### src/rtl/mult_seq_ctrl.sv
// Sequencer for the signed shift-add multiplier: TEST / ADD-or-SUB / SHIFT per multiplier bit, then HOLD.
// Latency: HOLD is entered 2 + 2*WIDTH + ones(B) cycles after Run is sampled; Moore outputs except Clr_Ld.
// Backpressure: Run is a level; HOLD waits for Run to drop, so one multiply per Run high period.
module mult_seq_ctrl #(
  parameter int WIDTH = 8,
  parameter int CW    = $clog2(WIDTH)
) (
  input  logic          Clk,
  input  logic          Reset,
  input  logic          Run,
  input  logic          ClearA_LoadB,
  input  logic          M,
  output logic          Clr_Ld,
  output logic          Clear_AX,
  output logic          Add,
  output logic          Sub,
  output logic          Shift_En,
  output logic          Busy,
  output logic          Done,
  output logic [CW-1:0] Bit_Cnt
);

  typedef enum logic [2:0] {
    S_IDLE,
    S_CLEAR,
    S_TEST,
    S_ADD,
    S_SUB,
    S_SHIFT,
    S_HOLD
  } state_t;

  // Index of the multiplier's sign bit; that bit is subtracted instead of added.
  localparam logic [CW-1:0] LAST_BIT = CW'(WIDTH - 1);

  state_t        state;
  state_t        state_nxt;
  logic [CW-1:0] bit_cnt;
  logic [CW-1:0] bit_cnt_nxt;
  logic          is_last;

  assign is_last = (bit_cnt == LAST_BIT);
  assign Bit_Cnt = bit_cnt;

  // State and bit-counter registers; reset aborts any multiply in progress.
  always_ff @(posedge Clk) begin
    if (Reset) begin
      state   <= S_IDLE;
      bit_cnt <= '0;
    end else begin
      state   <= state_nxt;
      bit_cnt <= bit_cnt_nxt;
    end
  end

  // Next-state and bit-counter update.
  always_comb begin
    state_nxt   = state;
    bit_cnt_nxt = bit_cnt;
    case (state)
      S_IDLE: begin
        if (Run) state_nxt = S_CLEAR;
      end
      S_CLEAR: begin
        bit_cnt_nxt = '0;
        state_nxt   = S_TEST;
      end
      S_TEST: begin
        if (!M)          state_nxt = S_SHIFT;
        else if (is_last) state_nxt = S_SUB;
        else             state_nxt = S_ADD;
      end
      S_ADD:   state_nxt = S_SHIFT;
      S_SUB:   state_nxt = S_SHIFT;
      S_SHIFT: begin
        if (is_last) begin
          bit_cnt_nxt = '0;
          state_nxt   = S_HOLD;
        end else begin
          bit_cnt_nxt = bit_cnt + 1'b1;
          state_nxt   = S_TEST;
        end
      end
      S_HOLD: begin
        if (!Run) state_nxt = S_IDLE;
      end
      default: begin
        state_nxt   = S_IDLE;
        bit_cnt_nxt = '0;
      end
    endcase
  end

  // Output decode; only Clr_Ld looks at inputs, and Run overrides the load request.
  always_comb begin
    Clr_Ld   = 1'b0;
    Clear_AX = 1'b0;
    Add      = 1'b0;
    Sub      = 1'b0;
    Shift_En = 1'b0;
    Busy     = 1'b0;
    Done     = 1'b0;
    case (state)
      S_IDLE:  Clr_Ld = ClearA_LoadB & ~Run;
      S_CLEAR: begin
        Clear_AX = 1'b1;
        Busy     = 1'b1;
      end
      S_TEST:  Busy = 1'b1;
      S_ADD: begin
        Add  = 1'b1;
        Busy = 1'b1;
      end
      S_SUB: begin
        Sub  = 1'b1;
        Busy = 1'b1;
      end
      S_SHIFT: begin
        Shift_En = 1'b1;
        Busy     = 1'b1;
      end
      S_HOLD:  Done = 1'b1;
      default: ;
    endcase
  end

endmodule
### config.mk
export PLATFORM = sky130hd
export DESIGN_NAME = mult_seq_ctrl
export DESIGN_NICKNAME = d
export VERILOG_FILES = /design/src/rtl/mult_seq_ctrl.sv
export SDC_FILE = /design/constraint.sdc
export NUM_CORES = 1
export LEC_CHECK = 0
export ABC_AREA = 1
export BUFFER_PORTS_ARGS = -buffer_cell sky130_fd_sc_hd__buf_2
export CORE_AREA = 3 3 40 42
export DETAILED_ROUTE_END_ITERATION = 7
export DIE_AREA = 0 0 43 45
export MAX_ROUTING_LAYER = met4
export SLEW_MARGIN = 20
export SYNTH_ARGS = -nofsm -noshare
export SYNTH_HDL_FRONTEND = slang
export SYNTH_SLANG_ARGS = --single-unit
### constraint.sdc
create_clock -name Clk -period 1.3 [get_ports Clk]
set_clock_uncertainty 0.05 [all_clocks]
set_input_delay 0.26 -clock Clk [delete_from_list [all_inputs] [get_ports Clk]]
set_output_delay 0.26 -clock Clk [all_outputs]
set_load 0.01 [all_outputs]
**After elaboration in Yosys (flattened, before gate mapping)**

Cells that the tools add are included.

- Memories: 0
- Latch bits: 0
- Bits in registers: 6
- Memory bits (writable): 0
- Bits in read-only memories: 0

- Muxes and demuxes: 15
- Bitwise gates (word level): 2
- Shift-type cells: 0
- Reductions and logical operators: 5
- Equal/unequal tests: 9
- Div/mod/pow operators: 0
- Order comparisons: 0
- Multipliers: 0
- $add $sub $neg: 1

Operator list:

| kind | number |
|---|---|
| $mux W3 | 6 |
| $pmux W3 S6 | 1 |
| $eq A3 B3 Y1 const B | 4 |
| $reduce_or A5 Y1 | 2 |
| $mux W1 | 7 |
| $eq A3 B2 Y1 const B | 2 |
| $pmux W3 S2 | 1 |
| $ne A2 B2 Y1 const B | 2 |
| $add A3 B1 Y3 const B | 1 |
| $eq A3 B1 Y1 const B | 1 |
| $logic_not A3 Y1 | 1 |
| $reduce_and A2 Y1 | 1 |
| $reduce_or A2 Y1 | 1 |
| $and A1 B1 Y1 | 1 |
| $not A1 Y1 | 1 |

**Depth between registers and ports, before layout**

Gate-level depths: netlist of the first run.

- Depth in word-level cells: 4
- Mapped depth: 8
- Depth with buffers taken out: 8

**Worst setup path before layout of the first run**

No wires, ideal clock.

- Path kind: register to register
- Start point: register bit_cnt[0] (netlist: Bit_Cnt[0])
- End point: register state[2]
- Library setup time: 0.109 ns
- Stages on the path, launching flop included: 9
- Data arrival time: 1.059 ns
- Setup slack: 0.083 ns
- Clock period less this slack: 1.217 ns
- Cell sequence: dfxtp_1 -> ha_1 -> ha_1 -> inv_1 -> nand3_1 -> nand2_1 -> nand3_1 -> nand2_1 -> inv_1

- Cells in the longest elaborated chain, start to end: 4
- Elaborated cells on any way between the ends: 5
- Those cells by class: eq/ne (1); mux (4)

Ends and longest elaborated chain:

| what | line | text |
|---|---|---|
| from (decl) | 38 | `logic [CW-1:0] bit_cnt;` |
| from (signal assigned) | 52 | `bit_cnt <= bit_cnt_nxt;` |
| $eq A3 B3 Y1 (*) | 42 | `assign is_last = (bit_cnt == LAST_BIT);` |
| $mux W3 | 70 | `else if (is_last) state_nxt = S_SUB;` |
| $mux W3 | 69 | `if (!M) state_nxt = S_SHIFT;` |
| $pmux W3 S6 (*) | 60 | `case (state)` |
| to (signal assigned) | 51 | `state <= state_nxt;` |
| to (decl) | 36 | `state_t state;` |

Every way passes the cells marked *; elsewhere a longest branch is shown, timed or not.
A chain may end at the register's enable or synchronous reset.

**Worst setup path in the final report of the first run**

- Start point: register state[0]
- End point: output port Clr_Ld

- Cells in the longest elaborated chain, start to end: 2

Ends and longest elaborated chain:

| what | line | text |
|---|---|---|
| $logic_not A3 Y1 | 103 | `case (state)` |
| $mux W1 | 103 |  |
| to (decl) | 13 | `output logic Clr_Ld,` |

Every way passes these cells.

==> results.md, run 1 <==
- GRT Residual Overflow: 0
- R2R cell count: 8
- Die Y: 45 um
- Via count: 464
- DRC marker count from the first detailed-route iteration: 2
- Crit path time final: roughly 1.3 ns
- Multi-input logic area: roughly 270 um^2
- #FFs+latches synth: 6
- YS warnings: 0
- Pin count of the biggest net entering global routing: 8
- Power density cells: approximately 950 nW/um^2
- Hold Vio Cnt, Final: 0
- Synth Cell Area: 394 um^2
- Worst setup path start: state[0]
- Crit-path cells: nor2_4 -> and3_2 -> buf_6
- Crit path DAT: 1.01 ns
- CTS tree: done
- Failing checks: negative setup slack
- Top-area cell type share of the netlist area: 30.5%
- Drt first pass iters: 2
- Initial antenna violation count: 0
- Initial core utilization: 30.7%
- DIE WIDTH: 43 um
- Period utilization: 101%
- Half-perimeter wire length after placement: 712 um
- Root Buffer: clkbuf_4
- Critical Path RT: 0.99 ns
- Commonest cells in the netlist: nand2_1 (19), nor2_1 (9), inv_1 (7)
- Startpoint types: flip-flop
- Sequential cell area: 133 um^2
- Clock Latency Late Sink: approximately 0.24 ns
- Wirelength, routed: 972 um
- Cell accounting for the most synthesized area: dfxtp_1
- Cts bufs inserted: 3
- Maxcap violations: 0
- Sink Count: 6
- Fmax: 759 MHz
- First-pass GRT wire length: 1.72 mm
- Synth-to-Final Area Change: 54.3%
- Die Area: slightly below 2000 um^2
- # DRC: 0
- Core area: 1280 um^2
- Worst path slowest cell: dfxtp_4
- Min-Delay Path Class: input port to flip-flop
- Placed Cells incl. Taps: 93
- Layout cell share with drive strength beyond 1: 50.6%
- Vias per cell: 4.64
- Final RePlAce weighted congestion: 0.768
- Nets: 95
- Crit path to: Clr_Ld
- Clock Path Buffers: 2
- RSZ-0062 raised after global routing: yes
- Final Max Tran Viols: 0
- Buffers added on ports: 14
- # rows: 13
- Cell Count, Final, Fillers Out: 100
- R2R Path End: state[2]
- Async set-reset flop share out of synthesis: 0%
- EDFF count, synth: 0
- Netlist cell types: 14
- Pleak: 0.318 nW
- Crit path max fanout: 5
- Vias in the first global route: 456
- GR Util All Layers: 12.6%
- Worst Tran Pin Value: 0.151 ns
- Hold_buf cts: 0
- Reg2reg start: Bit_Cnt[0]
- Sequential area share after synthesis: 30.5%
- H-Tree Depth: 1
- Setup TNS: -0.0182 ns
- Routed length per instance: 9.72 um
- Final setup fails: 1
- Flop2flop setup slack: 0.11 ns
- Mean Syn Cell Area: between 6 and 7 um^2
- Crit path kind: flip-flop to output port
- PnR worst setup slack: -0.0182 ns
- Status: finished, violations left
- IO Pins: 15
- Gate count of the mapped netlist: 63
- Most frequent cell after synthesis: nand2_1
- Worst IR Drop VDD: 446 uV
- Final ANT Viol Nets: 0
- Top_reg_cell synth: dfxtp_1
- Net Count, Synth: 71
- Ant diodes: 0
- CP Capture Type: output port
- CTS clk-pin slew, worst paths: roughly 0.05 ns
- # fillers: 130
- Worst path max stage delay: around 0.37 ns
- Pwr Total: roughly 580 uW
- End-of-flow core utilization: 47.3%
- Max_slew headroom: 89.9%
- Top cells by area, synth: dfxtp_1 (30%), nand2_1 (18%), ha_1 (9.5%), nor2_1 (8.6%), nand3_1 (7.6%)
power breakdown:
part / leakage (nW) / switching (mW) / internal (mW)
clock network: 0.0138 / 0.0708 / 0.105
registers: 0.0514 / 0.0276 / 0.197
logic: 0.253 / 0.0928 / 0.0834
total: 0.318 / 0.191 / 0.385
flip-flops by register name, summed over array words and instances (netlist names):
register	flops
Bit_Cnt	3
state	3
worst max-delay path: cells and delay by family, from the launching register on:
family	cells	cell delay, ns
flip-flops	1	0.37
buffers and inverters	1	0.09
AND/OR/NAND/NOR	2	0.30
timing repair:
item / 4_1_cts / 5_1_grt
setup buffers: 3 / 1
endpoints found under the setup margin: 7 / 8
gates resized for setup: 14 / 10
pin swaps: 3 / 2
logic make-up after synthesis:
kind of cell,count (synthesis),share of synthesized area (%)
buffers and inverters,10,9.84
AOI/OAI and AO/OA,5,6.35
DFF,6,30.5
and+or+nand+nor,39,43.8
adders and majority gates,3,9.52
final cells by class:
type | count | area share, %
Timing Repair Buffer | 20 | 21.0
Multi-Input combinational cell | 47 | 43.6
Inverter | 9 | 6.79
Sequential cell | 6 | 21.8
Clock buffer | 3 | 3.70
Tap cell | 15 | 3.09
stage by stage:
stage / cell area, um^2 / hold WS, ns / worst slack (ns)
3_5_place_dp: 493 / 0.431 / 0.0606
5_1_grt: 608 / 0.187 / -0.0576
6_report: 608 / 0.187 / -0.0182
3_3_place_gp: 493 / 0.427 / 0.0789
2_1_floorplan: 394 / 0.279 / 0.0827
4_1_cts: 582 / 0.188 / -0.00545
cells in the final DEF (no fill, tap or decap):
master    Yosys  routed
a21oi_1       5       5
inv_2         2       1
dfxtp_2       0       1
ha_1          3       1
ha_2          0       2
clkbuf_4      0       3
buf_2         1      12
dfxtp_4       0       3
nand2_2       1       2
inv_4         0       3
nand2_4       0       1
dfxtp_1       6       2
nor2_4        1       2
nand4_1       1       1
nand2_1      19      17
inv_1         7       5
nor2_1        9       5
and3_2        1       1
nand3_1       6       6
buf_6         0       2
nor2_2        1       4
buf_4         0       6
worst min-delay path by stage:
stage	from	to	slack, ns	cells after the start
after global routing	Reset	Bit_Cnt[0]	0.19	2
after detailed placement	Bit_Cnt[1]	Bit_Cnt[1]	0.43	2
after global placement	Bit_Cnt[1]	Bit_Cnt[1]	0.43	2
final	Reset	Bit_Cnt[0]	0.19	2
after CTS	Reset	Bit_Cnt[0]	0.19	2
after floorplan	Reset	Bit_Cnt[0]	0.28	1
routing by layer:
metal	up-vias	wire length (um)	track usage (%)	share of wire, %
met2	8	503	20.7	52
met5	-	0	-	0
met3	2	35	2.79	3.6
met4	0	25	12.7	2.6
met1	209	407	12.0	42
li1	245	-	-	-
Note: power is estimated with default switching activity, not from simulation.
==> run 2: changes to the inputs <==
==> constraint.sdc (replaced) <==
create_clock -name Clk -period 1.4 [get_ports Clk]
set_clock_uncertainty 0.05 [all_clocks]
set_input_delay 0.28 -clock Clk [delete_from_list [all_inputs] [get_ports Clk]]
set_output_delay 0.28 -clock Clk [all_outputs]
set_load 0.01 [all_outputs]
==> run 2 against run 1 <==
Core utilization down 4.6 points. The flow now finishes without violations. Register-to-register slack better by 0.02 ns. Clock power down 8%. Cell area down 9.7%. Via count down 6.5%. Global-route usage down 1.7 points. Routed wire length down 6.3%. Die area unchanged. Non-clock buffer count down 3. Sequential power down 9.4%. Worst setup slack better by 0.076 ns.
==> results.md, run 2 (synthesis gave the netlist of run 1 again) <==
- Status: finished, final reports clean
- GRT Residual Overflow: 0 (unchanged)
- Root Buffer: clkbuf_4
- H-Tree Depth: 1 (unchanged)
- PnR worst setup slack: 0.0574 ns (+0.0756 ns)
- Nets: 92 (-3.2%)
- Drt first pass iters: 2 (unchanged)
- Crit path DAT: 1.01 ns (about the same)
- Via count: 434 (-6.5%)
- Crit path to: Shift_En
- Clock Path Buffers: 2 (unchanged)
- Core area: 1280 um^2 (unchanged)
- Flop2flop setup slack: 0.13 ns (+0.02 ns)
- Final RePlAce weighted congestion: 0.734 (-4.5%)
- Crit-path cells: inv_2 -> nand2_4 -> nor2_4 -> buf_2
- Reg2reg start: Bit_Cnt[0]
- Vias in the first global route: 389 (-15%)
- Half-perimeter wire length after placement: 699 um (-1.8%)
- Synth-to-Final Area Change: 39.4%
- Most common cell after layout, fill and taps aside: nand2_1
- Die Area: 1940 um^2 (unchanged)
- CTS tree: done
- DIE WIDTH: 43 um (unchanged)
- Critical Path RT: 1.07 ns (+0.08 ns)
- Crit path max fanout: 7 (+2)
- Routed length per instance: 9.39 um (-3.4%)
- Hold Vio Cnt, Final: 0 (unchanged)
- Hold slack: 0.215 ns (+0.0273 ns)
- Die Y: 45 um (unchanged)
- Initial antenna violation count: 0 (unchanged)
- Pleak: 0.306 nW (-3.6%)
- Crit path time final: between 1 and 1.5 ns
- Worst path slowest cell: dfxtp_4
- R2R Path End: state[2]
- # rows: 13 (unchanged)
- IO Pins: 15 (unchanged)
- Sink Count: 6 (unchanged)
- # fillers: 135 (+3.8%)
- Worst path max stage delay: 0.37 ns (about the same)
- Initial core utilization: 30.7% (unchanged)
- Hold_buf cts: 0 (unchanged)
- Final ANT Viol Nets: 0 (unchanged)
- Final setup fails: 0 (-1)
- Pwr Total: 503 uW (-13%)
- GR Util All Layers: 10.9% (-1.7 points)
- Ant diodes: 0 (unchanged)
- RSZ-0062 raised after global routing: yes
- R2R cell count: 8 (unchanged)
- CTS clk-pin slew, worst paths: 0.05 ns (about the same)
- Crit path kind: flip-flop to output port
- Worst setup path start: state[1]
- Period utilization: 95.9%
- Buffers added on ports: 14 (unchanged)
- First-pass GRT wire length: 1.53 mm (-11%)
- Startpoint types: flip-flop
- Clock Latency Late Sink: 0.24 ns (about the same)
- CP Capture Type: output port
- Final Max Tran Viols: 0 (unchanged)
- Layout cell share with drive strength beyond 1: 39.0% (-12 points)
- Cts bufs inserted: 3 (unchanged)
- Commonest non-fill, non-tap cells in the layout: nand2_1 (18), buf_2 (14), inv_1 (7), nor2_1 (7), nand3_1 (6)
- Pin count of the biggest net entering global routing: 8 (unchanged)
- Max_slew headroom: 88.9% (-0.97 points)
- Fmax: 745 MHz
- Vias per cell: 4.47 (-3.6%)
- Wirelength, routed: 911 um (-6.3%)
- Maxcap violations: 0 (unchanged)
- Sequential cell area: 129 um^2 (-2.8%)
- Place WS: 0.149 ns (+0.0881 ns)
- Worst IR Drop VDD: 479 uV (+7.3%)
- # DRC: 0 (unchanged)
- Power density cells: 916 nW/um^2 (-3.4%)
- Multi-input logic area: 253 um^2 (-4.7%)
- DRC marker count from the first detailed-route iteration: 3 (+1)
- Worst Tran Pin Value: 0.166 ns (+0.0145 ns)
- Min-Delay Path Class: input port to flip-flop
## run 2: cell count changes in the layout (fill, tap and decap cells not counted), sizes merged
cell / delta
buf: -3
## run 2: how the worst min path moves through the flow
stage / to / start / slack, ns / cells after the start
global placement: Bit_Cnt[1] / Bit_Cnt[1] / 0.43 / 2
global route: Bit_Cnt[2] / Reset / 0.22 / 2
detailed placement: Bit_Cnt[1] / Bit_Cnt[1] / 0.43 / 2
floorplan: Bit_Cnt[0] / Reset / 0.30 / 1
CTS: Bit_Cnt[0] / Reset / 0.22 / 2
finish: Bit_Cnt[0] / Reset / 0.21 / 2
## run 2: what timing repair did
item                       CTS  global route
buffers inserted             0             2
setup endpoints to repair    4             4
pin swaps                    0             2
gates resized for setup      4             6
## run 2: routing by layer
layer  vias to the layer above  GRT usage (%)  part of all wire, %
met5                         -              -                    0
met2                         8           17.1                   49
met1                       191           12.6                   47
met3                         0           2.39                  4.4
li1                        235              -                    -
met4                         0           7.23                    0
## run 2: area by class of cell
cell class	instances	area share (%)
timing repair buffer	17	16.9
inverter	9	6.15
sequential	6	23.5
multi-input combinational	47	46.0
clock buffer	3	4.10
tap	15	3.42
## run 2: critical path, delay by kind of cell (launching register included)
| family | cells | cell delay, ns |
|---|---|---|
| flops | 1 | 0.37 |
| buf+inv | 2 | 0.23 |
| simple gates | 2 | 0.17 |
## run 2: power breakdown
group / leakage (nW) / internal, mW / switching, mW / total (mW)
clock: 0.0138 / 0.0971 / 0.0646 / 0.162
sequential: 0.0505 / 0.182 / 0.0209 / 0.203
combinational: 0.242 / 0.0589 / 0.0794 / 0.138
## run 2: metrics by stage
| stage | util (%) | instance area, um^2 | setup TNS (ns) | cells |
|---|---|---|---|---|
| finish | 42.7 | 549 | 0 | 97 |
| global route | 42.7 | 549 | -0.0169 | 97 |
| detailed placement | 37.8 | 485 | 0 | 92 |
| CTS | 40.0 | 514 | 0 | 95 |
| global placement | 37.8 | 485 | 0 | 92 |
| floorplan | - | 394 | 0 | 63 |
==> run 3: changes to the inputs <==
--- a/config.mk
+++ b/config.mk
@@ -5,7 +5,6 @@
 export SDC_FILE = /design/constraint.sdc
 export NUM_CORES = 1
 export LEC_CHECK = 0
-export ABC_AREA = 1
 export BUFFER_PORTS_ARGS = -buffer_cell sky130_fd_sc_hd__buf_2
 export CORE_AREA = 3 3 40 42
 export DETAILED_ROUTE_END_ITERATION = 7
==> constraint.sdc (replaced) <==
create_clock -name Clk -period 1.1 [get_ports Clk]
set_clock_uncertainty 0.05 [all_clocks]
set_input_delay 0.22 -clock Clk [delete_from_list [all_inputs] [get_ports Clk]]
set_output_delay 0.22 -clock Clk [all_outputs]
set_load 0.01 [all_outputs]
==> run 3 against run 2 <==
The flow now finishes with violations (negative setup slack). Highest routed layer is now met4. Clock power rose by 46%. Worst hold slack got worse by 0.044 ns. Largest cell class unchanged. First-iteration DRC count rose by 67%.
==> results.md, run 3 <==
- Status: finished, violations left
- Failing checks: negative setup slack
- Sink Count: 6 (unchanged)
- Startpoint types: flip-flop
- DIE WIDTH: 43 um (unchanged)
- Clock Latency Late Sink: 0.25 ns (about the same)
- Setup TNS: -1.96 ns (-1.96 ns)
- Top cells by area, synth: dfxtp_1 (32%), ha_1 (9.9%), a21oi_1 (7.9%), nand2_1 (6.0%), nor2_1 (5.0%)
- Root Buffer: clkbuf_4
- Routed wl met3: 39 um (-2.5%)
- Nets: 91 (-1.1%)
- # fillers: 108 (-20%)
- Half-perimeter wire length after placement: 768 um (+10%)
- Pleak: 0.349 nW (+14%)
- Via count: 488 (+12%)
- Hold_buf cts: 0 (unchanged)
- End-of-flow core utilization: 61.8% (+19 points)
- Period utilization: 123%
- Drt first pass iters: 4 (+2)
- Pin count of the biggest net entering global routing: 8 (unchanged)
- Top Metal Used: met4
- Buffers added on ports: 14 (unchanged)
- Initial antenna violation count: 0 (unchanged)
- Crit path time final: 1.35 ns
- H-Tree Depth: 1 (unchanged)
- Crit path DAT: 1.08 ns (+0.07 ns)
- # DRC: 0 (unchanged)
- DRC marker count from the first detailed-route iteration: 5 (+2)
- Mean Syn Cell Area: 8.04 um^2 (+29%)
- Vias per cell: 5.03 (+12%)
- Wirelength, routed: 1.25 mm (+37%)
- Cell accounting for the most synthesized area: dfxtp_1
- Routed length per instance: 12.9 um (+37%)
- Post-DP Area: 576 um^2 (+19%)
- Hold Vio Cnt, Final: 0 (unchanged)
- IO Pins: 15 (unchanged)
- PnR worst setup slack: -0.249 ns (-0.307 ns)
- Synth Cell Area: 378 um^2 (-4.1%)
- Cts bufs inserted: 3 (unchanged)
- Final Cell Area: 795 um^2 (+45%)
- EDFF count, synth: 0 (unchanged)
- Hold slack: 0.171 ns (-0.0435 ns)
- Worst IR Drop VDD: 597 uV (+25%)
- Vias in the first global route: 444 (+14%)
- Netlist cell types: 21 (+7)
- Worst Tran Pin Value: 0.246 ns (+0.0797 ns)
- Commonest cells in the netlist: a21oi_1 (6), dfxtp_1 (6), nand2_1 (6)
- Die Y: 45 um (unchanged)
- Critical Path RT: 0.83 ns (-0.24 ns)
- GR Util All Layers: 14.0% (+3.1 points)
- Crit path kind: flip-flop to output port
- Power density cells: 914 nW/um^2 (-0.21%)
- Min-Delay Path Class: input port to flip-flop
- Sequential area share after synthesis: 31.8% (+1.3 points)
- CP Capture Type: output port
- Clock Path Buffers: 2 (unchanged)
- CTS tree: done
- Final RePlAce weighted congestion: 0.802 (+9.3%)
- Top-area cell type share of the netlist area: 31.8% (+1.3 points)
- Final setup fails: 13 (+13)
- Layout cell share with drive strength beyond 1: 78.0% (+39 points)
- Commonest non-fill, non-tap cells in the layout: buf_4 (12), buf_6 (11), buf_2 (10), dfxtp_4 (6), a21oi_1 (5)
- First-pass GRT wire length: 2.01 mm (+32%)
- Most common cell after layout, fill and taps aside: buf_4
- #FFs+latches synth: 6 (unchanged)
- Synth-to-Final Area Change: 110%
- Net Count, Synth: 55 (-23%)
- Async set-reset flop share out of synthesis: 0% (unchanged)
- Final Max Tran Viols: 0 (unchanged)
- Initial core utilization: 29.4% (-1.3 points)
- Core area: 1280 um^2 (unchanged)
- GRT Residual Overflow: 0 (unchanged)
- Ant diodes: 0 (unchanged)
- YS warnings: 0 (unchanged)
- Met2 WL: 614 um (+38%)
- CTS clk-pin slew, worst paths: 0.05 ns (about the same)
- Top_reg_cell synth: dfxtp_1
- Die Area: 1940 um^2 (unchanged)
- Maxcap violations: 0 (unchanged)
- # rows: 13 (unchanged)
- Final ANT Viol Nets: 0 (unchanged)
- Max_slew headroom: 83.6% (-5.3 points)
- RSZ-0062 raised after global routing: yes
- Fmax: 741 MHz
- Gate count of the mapped netlist: 47 (-25%)
- Crit path max fanout: 6 (-1)
- Wl on met1: 571 um (+34%)
[run 3: cell families after synthesis]
logic type,synth area share [%]
simple gates,27.5
compound gates,23.5
flops,31.8
buf+inv,7.28
fa+ha+maj,9.93
[run 3: repair_timing]
item / 4_1_cts / 5_1_grt
setup buffers: 6 / 3
gates resized for setup: 30 / 8
endpoints found under the setup margin: 15 / 15
pin swaps: 5 / 4
[run 3: final timing paths]
path | startpoint | cells after the start | slack [ns] | to
setup reg to reg | Bit_Cnt[1] | 4 | -0.11 | state[0]
hold / removal | Reset | 2 | 0.17 | state[0]
setup / recovery | state[2] | 3 | -0.25 | Sub
hold reg to reg | Bit_Cnt[2] | 2 | 0.46 | Bit_Cnt[2]
[run 3: final cells by class]
class,instances,area (um^2),share of cell area [%]
Inverter,2,15.0,1.89
Timing Repair Buffer,33,264,33.2
Multi-Input combinational cell,37,328,41.3
Sequential cell,6,143,18.0
Clock buffer,4,26.3,3.31
Tap cell,15,18.8,2.36
[run 3: layer usage]
metal | global-route usage [%] | vias up
li1 | - | 243
met4 | 7.23 | 0
met1 | 18.6 | 235
met3 | 1.20 | 2
met5 | - | -
met2 | 21.3 | 8
[run 3: critical path: stages, from the launching register on]
cell and delay (ns):
dfxtp_4 0.37, buf_4 0.14, and3_2 0.20, buf_6 0.12
[run 3: where the power goes]
group | total, mW | switching (mW) | leakage (nW) | internal, mW
Combinational | 0.242 | 0.110 | 0.281 | 0.133
Sequential | 0.246 | 0.0245 | 0.0533 | 0.222
Clock | 0.237 | 0.0986 | 0.0150 | 0.139
Total | 0.726 | 0.233 | 0.349 | 0.493
[run 3: metrics by stage]
stage / cells / total power [mW] / setup WS, ns
finish: 97 / 0.726 / -0.249
global route: 97 / 0.765 / -0.271
CTS: 94 / 0.716 / -0.219
detailed placement: 84 / 0.403 / -0.140
global placement: 84 / 0.402 / -0.129
floorplan: 47 / 0.330 / -0.127
